[config.mk]
export PLATFORM = sky130hd
export DESIGN_NAME = tristate_bus_arbiter
export DESIGN_NICKNAME = d
export VERILOG_FILES = /design/src/rtl/tristate_bus_arbiter.sv
export SDC_FILE = /design/constraint.sdc
export NUM_CORES = 1
export LEC_CHECK = 0
export CORE_ASPECT_RATIO = 0.7
export CORE_MARGIN = 4
export CORE_UTILIZATION = 35
export DETAILED_ROUTE_END_ITERATION = 10
export DONT_BUFFER_PORTS = 1
export GPL_ROUTABILITY_DRIVEN = 0
export GPL_TIMING_DRIVEN = 0
export PLACE_DENSITY = 0.58
export SYNTH_ARGS = -nofsm -noshare
export SYNTH_HDL_FRONTEND = slang
export SYNTH_SLANG_ARGS = --single-unit
[constraint.sdc]
create_clock -name clk -period 2.4 [get_ports clk]
set_input_delay 0.24 -clock clk [delete_from_list [all_inputs] [get_ports clk]]
set_output_delay 0.24 -clock clk [all_outputs]
set_load 0.005 [all_outputs]
[src/rtl/tristate_bus_arbiter.sv]
// Round-robin owner selection for a shared tristate bus. Produces registered
// grant/enables and an enforced all-released turnaround between owners.
module tristate_bus_arbiter #(
    parameter int NREQ       = 4,
    parameter int WIDTH      = 4,
    parameter int MAX_HOLD   = 8,
    parameter int TURNAROUND = 1
) (
    input  logic                  clk,
    input  logic                  reset,
    input  logic [NREQ-1:0]       req,
    input  logic [NREQ*WIDTH-1:0] wdata,
    output logic [NREQ-1:0]       grant,
    output logic [WIDTH-1:0]      bus_oe,
    output logic [WIDTH-1:0]      bus_d,
    output logic                  busy
);
    localparam int PW = $clog2(NREQ);
    localparam int HW = $clog2(MAX_HOLD + 1);
    localparam int TW = $clog2(TURNAROUND + 1);

    typedef enum logic [1:0] {IDLE, DRIVE, TURN} state_t;

    state_t        state;
    logic [PW-1:0] ptr;
    logic [PW-1:0] owner;
    logic [HW-1:0] hold;
    logic [TW-1:0] turn;

    logic          found;
    logic [PW-1:0] winner;
    logic [PW-1:0] cand;
    int            idx;

    // First set request at or after the pointer, wrapping past NREQ-1.
    always_comb begin
        found  = 1'b0;
        winner = '0;
        idx    = 0;
        cand   = '0;
        for (int k = 0; k < NREQ; k++) begin
            idx  = (int'(ptr) + k) % NREQ;
            cand = idx[PW-1:0];
            if (!found && req[cand]) begin
                found  = 1'b1;
                winner = cand;
            end
        end
    end

    always_ff @(posedge clk) begin
        if (reset) begin
            state  <= IDLE;
            grant  <= '0;
            bus_oe <= '0;
            busy   <= 1'b0;
            hold   <= '0;
            turn   <= '0;
            ptr    <= '0;
            owner  <= '0;
        end else begin
            case (state)
                IDLE: begin
                    if (found) begin
                        state  <= DRIVE;
                        owner  <= winner;
                        grant  <= NREQ'(1) << winner;
                        bus_oe <= '1;
                        busy   <= 1'b1;
                        hold   <= HW'(1);
                    end
                end
                DRIVE: begin
                    if (!req[owner] || hold == HW'(MAX_HOLD)) begin
                        state  <= TURN;
                        grant  <= '0;
                        bus_oe <= '0;
                        hold   <= '0;
                        turn   <= TW'(1);
                        ptr    <= (owner == PW'(NREQ - 1)) ? '0 : owner + 1'b1;
                    end else begin
                        hold <= hold + 1'b1;
                    end
                end
                TURN: begin
                    // Requests are not looked at until the bus has been released long enough.
                    if (turn == TW'(TURNAROUND)) begin
                        state <= IDLE;
                        busy  <= 1'b0;
                        turn  <= '0;
                    end else begin
                        turn <= turn + 1'b1;
                    end
                end
                default: state <= IDLE;
            endcase
        end
    end

    // AND-OR mux; zero whenever no grant is held.
    always_comb begin
        bus_d = '0;
        for (int i = 0; i < NREQ; i++) begin
            bus_d = bus_d | (wdata[i*WIDTH +: WIDTH] & {WIDTH{grant[i]}});
        end
    end

endmodule

==> results.tsv <==
metric	value	unit
clock.fmax	515	MHz
end_kind	register	
irDropWorstVdd	0.000337	V
rsz0062_at_grt	false	
drive_gt1_share	10.9	%
clk_latency	250	ps
hold_viol	0	
r2r-end	ptr[0]	
row_count	15	
clk_path_buf_depth	2	
placedCellCount	140	
clock_skew	1.99	ps
synth_warnings	0	
numCtsBuffers	3	
syn_to_final_growth	9.53	%
grt_pass1_wl	3800	um
die_w	69.7	um
grt_overflow	0	
synthArstFlopShare	0	%
io_buffers	0	
dp_hpwl	1770	um
syn-mean-instance-area	8.79	sq um
synth_fp_nets	131	
r2r_setup_slack	460	ps
synth_area_leaders	dfxtp_1 37%, a22oi_1 6.4%, a21oi_1 4.8%	
synth_cell_type_count	37	
drt_wl_total	2320	um
netlist.area_leader.share	36.5	%
fin_crit	1940	ps
ys_seq_elements	17	
antenna_found_initial	0	
r2r_cells	4	
min_to	grant[2]	
nets	136	
relSlewSlack	55.0	%
cp.required	2590	ps
die_area	0.00357	sq mm
post_cts_buffers	0	
timing.critical_path.from_type	register	
synth_ff_type	dfxtp_1	
timing.rr.start	owner[0]	
hold_path.class	in2reg	
internal-power	0.000527	W
ctsResizeCount	0	
slew_viol_final	0	
powerDensity	770	mW/mm^2
leakagePower	0.384	nW
critical_path_arrival	2130	ps
hold_depth	2	
power_frac_comb	25.6	%
clk_pin_slew_worst_paths	70	ps
p_sw_share	32.9	%
min_from	req[3]	
grt_max_degree	11	
cts_tree	done	
synth_area_leader_cell	dfxtp_1	
setup_tns	0	ps
crit_type	reg2reg	
crit_path_max_fanout	6	
maxCapViolCount	0	
ios	35	
fin_crit_sh	80.9	%
vias_per_cell	5.81	
antennaDiodeCount	0	
drtIter0Drc	62	
pwr-share-clk	27.4	%
cts_hold_buf	0	
htreeDepth	1	
design.core.area	0.00250	sq mm
synth_edf_count	0	
max_slew.worst_pin.slew	658	ps
vias	837	
wl_per_cell	16.1	um
power.share.sequential	47.0	%
finalNonFillerCells	144	
netlist_instances	106	
drcViolationCount	0	
dr.pass1.iters	4	
grtUsageTotal	13.3	%
die_h	51.2	um
grt_pass1_vias	821	
setup-violations-final	0	
numClockSinks	17	
syn_area	932	sq um
antenna_left	0	
switchingPower	0.000259	W
status	completed	
initial_core_util	37.3	%
root_buffer	clkbuf_8	
yosysSeqAreaShare	36.5	%
[layer usage]
metal  GRT usage [%]  part of all wire [%]
met5               0                     0
met4            4.14                  0.52
met1            19.1                    48
met2            18.0                    45
met3            5.11                   6.6
[cell type report]
class	instances	area, sq um
fill	249	1480
multi-input combinational	79	543
sequential	17	340
tap	34	42.5
clock buffer	3	41.3
buffer	5	30.0
inverter	5	18.8
clock inverter	1	5.00
[placed cells by master, fill, tap and decap left out, types with 3 or more instances in the layout]
cell,instances
dfxtp_1,17
nand2_1,10
a21oi_1,9
a22oi_1,8
nor2_1,8
inv_1,5
a32o_1,4
nor2b_1,3
o21ai_0,3
ha_1,3
buf_4,3
clkbuf_8,3
[critical path, cell delays in order, from the launching register on]
cell,delay [ps]
dfxtp_1,400
mux4_2,580
a211o_1,400
or3_1,360
a21oi_2,130
[registers in the layout, summed over array words and instances (netlist names)]
register / flops
owner: 2
state: 2
turn: 1
ptr: 2
bus_oe: 1
busy: 1
grant: 4
hold: 4
[per-stage QoR]
| step | instance area (sq um) | util (%) | setup slack, ps | power, W | hold slack, ps |
|---|---|---|---|---|---|
| 2_1_floorplan | 932 | - | 650 | 0.000527 | 452 |
| 3_3_place_gp | 975 | 39.0 | 505 | 0.000568 | 476 |
| 3_5_place_dp | 975 | 39.0 | 488 | 0.000574 | 480 |
| 4_1_cts | 1020 | 40.9 | 467 | 0.000788 | 295 |
| 5_1_grt | 1020 | 40.9 | 368 | 0.000840 | 305 |
| 6_report | 1020 | 40.9 | 458 | 0.000786 | 293 |
[synth_stat cells, types with 2 or more instances]
master     n
nand2b_1   2
o21ai_0    3
or3_1      2
nor4b_1    2
ha_1       3
inv_1      5
dfxtp_1   17
clkbuf_1   2
o32ai_1    2
a21oi_1    9
nor2b_1    3
nand4b_1   2
nor2_1     8
o311ai_0   2
nand2_1   10
buf_4      3
a22oi_1    8
a32o_1     4
[cells by family (layout without fill, tap and decap cells)]
logic type	Yosys count	after routing	synth area share, %
and+or+nand+nor	37	37	21.9
AOI/OAI and AO/OA	36	36	27.9
DFF	17	17	36.5
buffers and inverters	10	14	5.24
adders and majority gates	3	3	4.03
muxes	2	2	3.49
xor gates and xnor gates	1	1	0.940
[power groups by stage]
stage               registers [W]  logic [W]  clock network, W
finish                   0.000370   0.000201          0.000215
global route             0.000377   0.000230          0.000233
CTS                      0.000369   0.000199          0.000219
detailed placement       0.000376   0.000198                 0
global placement         0.000374   0.000194                 0
floorplan                0.000363   0.000164                 0
[how the worst max path moves through the flow]
stage / cells after the start / endpoint / from
5_1_grt: 4 / ptr[0] / owner[0]
2_1_floorplan: 4 / ptr[0] / owner[0]
3_5_place_dp: 4 / ptr[0] / owner[0]
6_report: 4 / ptr[0] / owner[0]
3_3_place_gp: 4 / ptr[0] / owner[0]
4_1_cts: 4 / ptr[0] / owner[0]
Power figures use the tool's default switching activity.
